===== src/rtl/sdram_line_slave.sv =====
// sdram_line_slave: terminates 4-beat Wishbone line bursts and turns each
// burst into a single 128-bit native line request to the SDRAM controller.
module sdram_line_slave #(
  parameter int AWIDTH = 25,
  parameter int DWIDTH = 32
) (
  input  logic                  clk_i,
  input  logic                  rst_i,
  input  logic                  wb_cyc_i,
  input  logic                  wb_stb_i,
  input  logic                  wb_we_i,
  input  logic [AWIDTH-1:0]     wb_adr_i,
  input  logic [DWIDTH-1:0]     wb_dat_i,
  input  logic [DWIDTH/8-1:0]   wb_sel_i,
  output logic [DWIDTH-1:0]     wb_dat_o,
  output logic                  wb_ack_o,
  output logic                  mem_req_o,
  output logic                  mem_we_o,
  output logic [AWIDTH-3:0]     mem_adr_o,
  output logic [4*DWIDTH-1:0]   mem_wdata_o,
  output logic [4*DWIDTH/8-1:0] mem_be_o,
  input  logic [4*DWIDTH-1:0]   mem_rdata_i,
  input  logic                  mem_ack_i
);
  localparam int SW = DWIDTH/8;

  typedef enum logic [2:0] {
    IDLE, RD_REQ, RD_BEAT, WR_BEAT, WR_REQ
  } state_t;

  state_t              state_q, state_d;
  logic [AWIDTH-3:0]   line_q;
  logic [1:0]          start_q;
  logic [2:0]          cnt_q;
  logic                abort_q;
  logic [4*DWIDTH-1:0] buf_q;
  logic [4*SW-1:0]     mask_q;

  logic                beat;
  logic                start_go;
  logic                take;
  logic                cap;
  logic [1:0]          wsel;
  logic [2:0]          cnt_base;

  assign beat     = wb_cyc_i & wb_stb_i & ~wb_ack_o;
  assign cnt_base = start_go ? 3'd0 : cnt_q;
  assign wsel     = start_go ? wb_adr_i[1:0]
                             : start_q + cnt_q[1:0];

  assign mem_adr_o   = line_q;
  assign mem_wdata_o = buf_q;
  assign mem_be_o    = mask_q;

  // State register.
  always_ff @(posedge clk_i or posedge rst_i) begin
    if (rst_i) state_q <= IDLE;
    else       state_q <= state_d;
  end

  // Next state and per-cycle strobes (start, beat take, read capture).
  always_comb begin
    state_d  = state_q;
    start_go = 1'b0;
    take     = 1'b0;
    cap      = 1'b0;
    unique case (state_q)
      IDLE: begin
        if (beat) begin
          start_go = 1'b1;
          take     = wb_we_i;
          state_d  = wb_we_i ? WR_BEAT : RD_REQ;
        end
      end
      RD_REQ: begin
        if (mem_ack_i) begin
          cap     = ~abort_q & wb_cyc_i;
          state_d = (~abort_q & wb_cyc_i) ? RD_BEAT : IDLE;
        end
      end
      RD_BEAT: begin
        if (!wb_cyc_i) begin
          state_d = IDLE;
        end else if (beat) begin
          take = 1'b1;
          if (cnt_q == 3'd3) state_d = IDLE;
        end
      end
      WR_BEAT: begin
        if (!wb_cyc_i) begin
          state_d = (cnt_q == 3'd0) ? IDLE : WR_REQ;
        end else if (beat) begin
          take = 1'b1;
          if (cnt_q == 3'd3) state_d = WR_REQ;
        end
      end
      WR_REQ: begin
        if (mem_ack_i) state_d = IDLE;
      end
      default: state_d = IDLE;
    endcase
  end

  // Line buffer, byte mask, beat counter and registered bus outputs.
  always_ff @(posedge clk_i or posedge rst_i) begin
    if (rst_i) begin
      line_q    <= '0;
      start_q   <= '0;
      cnt_q     <= '0;
      abort_q   <= 1'b0;
      buf_q     <= '0;
      mask_q    <= '0;
      wb_ack_o  <= 1'b0;
      wb_dat_o  <= '0;
      mem_req_o <= 1'b0;
      mem_we_o  <= 1'b0;
    end else begin
      wb_ack_o  <= take;
      wb_dat_o  <= '0;
      mem_req_o <= (state_q == RD_REQ || state_q == WR_REQ)
                   && !mem_ack_i;
      mem_we_o  <= (state_q == WR_REQ) && !mem_ack_i;
      if (start_go) begin
        line_q  <= wb_adr_i[AWIDTH-1:2];
        start_q <= wb_adr_i[1:0];
        mask_q  <= '0;
        abort_q <= 1'b0;
      end
      if (state_q == RD_REQ && !wb_cyc_i) abort_q <= 1'b1;
      if (cap) begin
        buf_q <= mem_rdata_i;
        cnt_q <= 3'd0;
      end
      if (take) begin
        cnt_q <= cnt_base + 3'd1;
        if (state_q == RD_BEAT) begin
          wb_dat_o <= buf_q[wsel*DWIDTH +: DWIDTH];
        end else begin
          buf_q[wsel*DWIDTH +: DWIDTH] <= wb_dat_i;
          mask_q[wsel*SW +: SW] <=
            (start_go ? {SW{1'b0}} : mask_q[wsel*SW +: SW])
            | wb_sel_i;
        end
      end
    end
  end

endmodule


===== config.mk =====
export PLATFORM = sky130hd
export DESIGN_NAME = sdram_line_slave
export DESIGN_NICKNAME = d
export VERILOG_FILES = /design/src/rtl/sdram_line_slave.sv
export SDC_FILE = /design/constraint.sdc
export NUM_CORES = 1
export LEC_CHECK = 0
export CORE_ASPECT_RATIO = 0.6
export CORE_MARGIN = 1.5
export CORE_UTILIZATION = 25
export DETAILED_ROUTE_END_ITERATION = 16
export PLACE_DENSITY = 0.6
export SYNTH_ARGS = -nofsm -noshare
export SYNTH_HDL_FRONTEND = slang
export SYNTH_SLANG_ARGS = --single-unit
export TNS_END_PERCENT = 20

===== constraint.sdc =====
create_clock -name clk_i -period 6.5 [get_ports clk_i]
set_input_delay 1.3 -clock clk_i [delete_from_list [all_inputs] [get_ports clk_i]]
set_output_delay 1.3 -clock clk_i [all_outputs]
set_load 0.01 [all_outputs]

# [Word-level counts from Yosys, hierarchy flattened]
# Cells that the tools add are included.
[word_totals] out_inout_bits=202 register_bits=211
[op_classes] add_sub_neg=4 n_mux=37 bitwise=6 shift=6 reduce_logical=12 n_eq_ne=12
[ops] cell="$mux 128" n=3
[ops] cell="$bwmux 128" n=1
[ops] cell="$shift 32x34->128 const A" n=1
[ops] cell="$shiftx 128x8->32" n=1
[ops] cell="$shiftx 32x34->128" n=1
[ops] cell="$mux 32" n=2
[ops] cell="$mux 16" n=3
[ops] cell="$mux 3" n=13
[ops] cell="$neg 4->34" n=1
[ops] cell="$neg 7->34" n=1
[ops] cell="$shift 4x34->16 const A" n=1
[ops] cell="$shiftx 4x34->16" n=1
[ops] cell="$bwmux 16" n=1
[ops] cell="$shiftx 16x5->4" n=1
[ops] cell="$pmux 3 s5" n=1
[ops] cell="$ne 3x3->1 const B" n=4
[ops] cell="$eq 3x2->1 const B" n=3
[ops] cell="$mux 1" n=8
[ops] cell="$reduce_and 7->1" n=1
[ops] cell="$logic_not 3->1" n=2
[ops] cell="$mux 2" n=3
[ops] cell="$ne 2x2->1 const B" n=3
[ops] cell="$mux 4" n=1
[ops] cell="$or 4x4->4" n=1
[ops] cell="other kinds (12)" n=19

# [Depth between registers and ports, before layout]
# Gate-level depths: netlist of run 1.
[depth] word_depth=12 ltp_mapped=14 mapped_depth_nobuf=10

# [Worst setup path before layout of run 1]
# No wires, ideal clock.
[synth_path] path_type="input to register" from="input port wb_cyc_i" to="register buf_q[68], in the netlist mem_wdata_o[68]" setup_slack_ns=2.791 arrival_ns=3.632 n_path_buf=5 path_stages=14 cell_sequence="buf_4 and4bb_4 nand2_4 mux2i_4 buf_6 buf_8 inv_1 ha_1 or2_2 and3b_1 buf_2 buf_2 nand3_1 o21ai_1"
[synth_via] elab_chain_cells=10 word_cells_on_any_way=18
[synth_lines] element="start, declared" line_no="9" rtl="input logic wb_cyc_i,"
[synth_lines] element="$and 1x1->1 (2 in series)" line_no="46" rtl="assign beat = wb_cyc_i & wb_stb_i & ~wb_ack_o;"
[synth_lines] element="$mux 1" line_no="69, 84, 92"
[synth_lines] element="$mux 1" line_no="67" rtl="unique case (state_q)"
[synth_lines] element="$mux 2" line_no="48" rtl="assign wsel = start_go ? wb_adr_i[1:0]"
[synth_lines] element="$neg 7->34" line_no="139" rtl="buf_q[wsel*DWIDTH +: DWIDTH] <= wb_dat_i;"
[synth_lines] element="$shiftx 32x34->128 / $shift 32x34->128 (equally long branches)" line_no="139"
[synth_lines] element="$bwmux 128" line_no="139"
[synth_lines] element="$mux 128" line_no="136" rtl="if (state_q == RD_BEAT) begin"
[synth_lines] element="$mux 128 *" line_no="134" rtl="if (take) begin"
[synth_lines] element="end signal, assigned" line_no="131" rtl="buf_q <= mem_rdata_i;"
[synth_lines] element="end signal, assigned by index" line_no="139"
[synth_lines] element="end, declared" line_no="36" rtl="logic [4*DWIDTH-1:0] buf_q;"
# Mark *: on every way between the ends. The rest lies on a longest branch, timed or not.
# A chain may end at the register's enable or synchronous reset.

# [Worst setup path in the final report of run 1]
[layout_path] from="input port wb_cyc_i" to="register buf_q[82], in the netlist mem_wdata_o[82]"
# Same word-level chain as after synthesis.

==> results.cfg, run 1 <==
[status]
outcome = finished, final reports clean

[pwr]
p_int_mw = 4.35
powerDensity_mw_per_mm2 = 458
sw_frac_of_total = 0.398
combPwrFrac = 0.502
ir_worst_vdd_uv = 322
switchingPower_mw = 2.88
p_seq_frac = 0.309
pwr-share-clk = 0.189
p_leak_nw = 6.22

[yosys]
synth_area_per_cell_sq_um = 11.7
netlist_instances = 916
yosys-top-cells-area = dfrtp_1, mux2i_1, o2bb2ai_2
yosys.cell_types.count = 60
synth_ff_type = dfrtp_1
synth_top_area_share = 0.494
yosys_register_bits = 211
synth_seq_area_share = 0.494
synth_async_sr_flop_share = 1.00
syn-num-nets = 1116
yosys_warnings = 0
synth_edf_count = 0
yosys.area.top_type = dfrtp_1
syn_area_sq_mm = 0.0107

[clock_network]
cts_sinks = 211
clk_pin_slew_ns = 0.06
cts_max_path_buffers = 3
cts_setup_buffers = 0
cts_tree = yes
cts_resized = 0
hold_buffers = 0
cts_made_buffers = 24
cts_root_buf = clkbuf_16
ctsHtreeMaxLevel = 1
clk-insertion-delay-late_ns = 0.53

[sta]
hold_violations = 0
skew_ns = 0.00777
period_needed_ns = 4.50
post-route-period-util = 0.692
setup_viol = 0
worst_pin_slew_ns = 1.13
slew_headroom = 0.243
clock.fmax_mhz = 222
fin_setup_tns_ns = 0
maxSlewViolCount = 0
rsz0062_at_grt = false

[finish]
fillCellCount = 4010
utilization = 0.376
layout_common_cells = clkdlybuf4s50_1, dfrtp_1, mux2i_1
nets = 1475
layout-drive-gt1-share = 0.0913
syn_to_final_growth_pct = 47.6
layout_commonest_cell = clkdlybuf4s50_1

[global_route]
grt_pass1_wl_um = 59300
grt_max_degree = 116
grtUsageTotal = 0.175
antenna_found_initial = 1
grt_overflow = 0
grt_pass1_vias = 9250

[placed_design]
dp_hpwl_um = 27200
gp_congestion = 0.810
buffer_ports.inserted = 396

[detailed_routing]
drc = 0
vias = 8862
routed_via_density = 4.76
first_pass_iters = 5
ant_nets = 0
wirelength_um = 39500
drt-initial-drc-count = 578
routedWlPerCell_um = 21.2

[setup_path]
path_class = input port to flop
critPathArrivalTime_ns = 4.94
critical_path.startpoint_type = input port
critPathMaxFanout = 40
end_kind = flop
cp.required_ns = 6.95

[floorplan]
die_h_um = 163
io_pins = 397
start_util = 0.255
core-area_sq_mm = 0.0420
rows = 58
die_x_um = 270
die_area_sq_mm = 0.0441

[job]
cap_violations = 0

[hold_path]
hp-class = flop to flop
[worst max-delay path: stages]
cell and delay (ns):
clkdlybuf4s50_1 0.58, and4bb_4 0.32, nand2_4 0.37, mux2i_4 0.35, inv_1 0.07, ha_1 0.29, or2_2 0.34, and3b_2 0.99
nand3_1 0.16, o21ai_1 0.12
[layout make-up]
type                            count  area, sq um  share of cell area
Multi-Input combinational cell    620         4870               0.308
Tap cell                          570          713              0.0452
Antenna cell                        1         2.50            0.000159
Timing Repair Buffer              411         4110               0.261
Sequential cell                   211         5280               0.334
Inverter                            7         30.0             0.00190
Clock buffer                       36          717              0.0454
Clock inverter                      7         63.8             0.00404
[synthesized netlist by cell type (2+ instances only)]
cell type,instances
o211ai_1,9
and2_1,5
buf_4,16
o21ai_0,2
o21ai_1,65
buf_12,4
a22o_1,8
a21o_1,2
nor2b_1,2
o21bai_1,9
o2bb2ai_1,24
dfrtp_1,211
buf_8,4
o2bb2ai_2,40
buf_2,35
a21oi_1,2
nor2_1,4
buf_1,3
o22ai_1,32
and3_1,3
or4_1,2
nand2_1,84
nand3_1,86
a21oi_2,3
inv_1,6
buf_6,5
mux2i_1,202
a31oi_1,2
clkbuf_1,11
ha_1,5
[logic make-up (layout without fill, tap and decap cells)]
family,Yosys count,in the layout,share of synthesized area
multiplexers,203,203,0.191
buffers and inverters,85,461,0.0534
other,0,1,0
AO/OA/AOI/OAI,205,205,0.157
adder cells (fa/ha/maj),5,5,0.00585
XOR/XNOR,3,3,0.00491
AND/OR/NAND/NOR,204,204,0.0940
flip-flops,211,211,0.494
[state kept, by name (all words and copies together), names as in the netlist]
name	cells
mem_wdata_o	128
wb_dat_o	32
mem_adr_o	23
mem_be_o	16
cnt_q	3
state_q	3
start_q	2
abort_q	1
mem_req_o	1
mem_we_o	1
wb_ack_o	1
[stage by stage]
step	power [mW]	cells	cell area [sq um]	hold slack, ns	worst slack (ns)
after floorplan	4.26	916	10700	0.454	2.46
after global placement	5.84	1819	15000	0.460	1.62
after detailed placement	5.90	1819	15000	0.463	1.46
after CTS	7.31	1862	15800	0.477	2.02
after global routing	7.66	1863	15800	0.497	1.82
final	7.23	1863	15800	0.471	2.00
[final timing paths]
path	start	endpoint	slack, ns	cells after the start
worst max-delay path	wb_cyc_i	mem_wdata_o[82]	2.00	10
worst min-delay path	mem_adr_o[7]	mem_adr_o[7]	0.47	2
worst max register to register	state_q[2]	mem_wdata_o[82]	2.76	9
worst min register to register	mem_adr_o[7]	mem_adr_o[7]	0.47	2
max in group asynchronous	rst_i	mem_wdata_o[82]	4.01	4
min in group asynchronous	rst_i	mem_wdata_o[38]	1.26	3
[per-layer routing]
metal,up-vias,global-route usage,part of all wire
li1,4100,-,-
met1,4407,0.246,0.47
met2,309,0.271,0.45
met3,46,0.0431,0.064
met4,0,0.0393,0.021
met5,-,0,0
[power by group through the flow]
stage | sequential (mW) | combinational, mW | clock (mW)
2_1_floorplan | 2.35 | 1.91 | 0
5_1_grt | 2.30 | 3.89 | 1.46
6_report | 2.24 | 3.63 | 1.36
3_5_place_dp | 2.25 | 3.65 | 0
3_3_place_gp | 2.24 | 3.60 | 0
4_1_cts | 2.24 | 3.66 | 1.41
Power figures use the tool's default switching activity.
==> run 2, diff against run 1 <==
--- a/config.mk
+++ b/config.mk
@@ -9,7 +9,7 @@
 export CORE_MARGIN = 1.5
 export CORE_UTILIZATION = 25
 export DETAILED_ROUTE_END_ITERATION = 16
-export PLACE_DENSITY = 0.6
+export PLACE_DENSITY = 0.58
 export SYNTH_ARGS = -nofsm -noshare
 export SYNTH_HDL_FRONTEND = slang
 export SYNTH_SLANG_ARGS = --single-unit
==> constraint.sdc (replaced) <==
create_clock -name clk_i -period 4.6 [get_ports clk_i]
set_input_delay 0.92 -clock clk_i [delete_from_list [all_inputs] [get_ports clk_i]]
set_output_delay 0.92 -clock clk_i [all_outputs]
set_load 0.01 [all_outputs]
==> run 2 against run 1 <==
Against the previous run:
- global-route usage grew 0.12 points
- critical path depth unchanged
- clock power up 35%
- sequential share of layout area shrank 0.31 points
- combinational power up 44%
- register-to-register slack got worse by 1.4 ns
- hold slack gained 0.0057 ns
- die area did not move
- first-iteration DRC count fell by 22%
- critical path type unchanged
- largest power group unchanged
- highest routed layer is now met5
==> results.cfg, run 2 (synthesized netlist as in run 1, its figures left out) <==
[floorplan]
core-area_sq_mm = 0.0420
die_area_sq_mm = 0.0441
die_h_um = 163
io_pins = 397
die_x_um = 270
rows = 58
start_util = 0.255

[pwr]
p_int_mw = 6.14
switchingPower_mw = 4.05
p_seq_frac = 0.308
powerDensity_mw_per_mm2 = 640
p_leak_nw = 6.27
sw_frac_of_total = 0.397
pwr-share-clk = 0.181
combPwrFrac = 0.511
ir_worst_vdd_uv = 484

[setup_path]
cpMostUsedCell = nand3_1
path_class = input port to flop
worstReg2RegStart = cnt_q[0]
max_stage_delay_ns = 0.64
rr_endpoint = mem_wdata_o[81]
end_kind = flop
critPathMaxFanout = 23
r2r_cells = 11
path_cells = clkdlybuf4s50_1, and4bb_4, nand3_1, and2_1, ha_1, or2_2, and3b_2, buf_4, nand3_1, o21ai_1
cp.required_ns = 5.04
critical_path.startpoint_type = input port
reg2reg_setup_slack_ns = 1.36
critPathArrivalTime_ns = 3.91
slowest_stage = clkdlybuf4s50_1

[sta]
period_needed_ns = 3.47
skew_ns = 0.0121
setup_viol = 0
maxSlewViolCount = 0
worst_pin_slew_ns = 0.742
rsz0062_at_grt = false
slew_headroom = 0.505
post-route-period-util = 0.754
fin_setup_tns_ns = 0
clock.fmax_mhz = 288
hold_violations = 0

[placed_design]
dpl_cell_area_sq_mm = 0.0152
buffer_ports.inserted = 396
gp_congestion = 0.805
dp_hpwl_um = 28200

[global_route]
grt_overflow = 0
grt_pass1_wl_um = 59800
grt_pass1_vias = 9181
antenna_found_initial = 1
grt_max_degree = 106
grtUsageTotal = 0.176

[finish]
layout_commonest_cell = clkdlybuf4s50_1
nets = 1484
num_antenna_cells = 0
layout-drive-gt1-share = 0.0978
stdcell_area_sq_mm = 0.0159
syn_to_final_growth_pct = 49.0
largest_reg_flops = 128
layout_common_cells = clkdlybuf4s50_1, dfrtp_1, mux2i_1

[clock_network]
clk_pin_slew_ns = 0.06
cts_setup_buffers = 0
cts_tree = yes
hold_buffers = 0
cts_max_path_buffers = 3
clk-insertion-delay-late_ns = 0.53
cts_root_buf = clkbuf_16
cts_made_buffers = 23
cts_sinks = 211
cts_resized = 0
ctsHtreeMaxLevel = 1

[detailed_routing]
routed_via_density = 4.76
first_pass_iters = 5
routedWlPerCell_um = 21.3
vias = 8898
ant_nets = 0
wirelength_um = 39800
drt-initial-drc-count = 453
drc = 0

[hold_path]
hp-class = flop to flop
hp-start = mem_adr_o[2]
holdPathStages = 2
holdPathEnd = mem_adr_o[2]

[job]
cap_violations = 0

[status]
outcome = finished, final reports clean
run 2: cell count changes in the layout (fill, tap and decap cells not counted):
cell,delta
clkinv_4,-1
clkbuf_1,-2
clkbuf_16,-2
diode_2,-1
buf_12,+10
and3_4,+2
and3_2,-2
clkinv_2,+2
run 2: through the flow:
step	worst slack, ns	util	cells	power [mW]	hold WS, ns
2_1_floorplan	0.938	-	916	6.02	0.454
3_3_place_gp	0.720	0.362	1829	8.34	0.459
5_1_grt	0.985	0.379	1869	10.8	0.503
6_report	1.13	0.379	1869	10.2	0.476
4_1_cts	1.18	0.379	1869	10.3	0.480
3_5_place_dp	0.616	0.362	1829	8.41	0.466
run 2: power by group through the flow:
stage	Sequential [mW]	Combinational (mW)	Clock, mW
6_report	3.14	5.21	1.84
5_1_grt	3.24	5.59	1.97
4_1_cts	3.14	5.26	1.90
3_5_place_dp	3.16	5.25	0
3_3_place_gp	3.16	5.18	0
2_1_floorplan	3.32	2.70	0
run 2: worst max-delay path by stage:
stage | slack [ns] | endpoint | start
6_report | 1.13 | mem_wdata_o[81] | wb_cyc_i
5_1_grt | 0.98 | mem_wdata_o[81] | wb_cyc_i
4_1_cts | 1.18 | mem_wdata_o[85] | wb_cyc_i
3_5_place_dp | 0.62 | mem_wdata_o[81] | wb_cyc_i
3_3_place_gp | 0.72 | mem_wdata_o[87] | wb_cyc_i
2_1_floorplan | 0.94 | abort_q | rst_i
run 2: per-layer routing:
metal / GRT usage / part of all wire / vias up
li1: - / - / 4120
met1: 0.247 / 0.47 / 4448
met2: 0.281 / 0.46 / 292
met3: 0.0393 / 0.061 / 36
met4: 0.0299 / 0.014 / 2
met5: 0 / 0.00028 / -
run 2: area by class of cell:
class | count | area (sq um)
multi-input cells | 620 | 4870
fillers | 4084 | 26100
clock inverters | 8 | 65.1
flip-flops and latches | 211 | 5280
clock buffers | 32 | 659
repair buffers | 421 | 4310
inverters | 7 | 30.0
well taps | 570 | 713
run 2: worst max-delay path: cells and delay by family:
kind	cells	cell delay [ns]
adders and majority gates	1	0.35
and+or+nand+nor	6	1.52
buffers and inverters	2	1.00
AOI/OAI and AO/OA	1	0.10
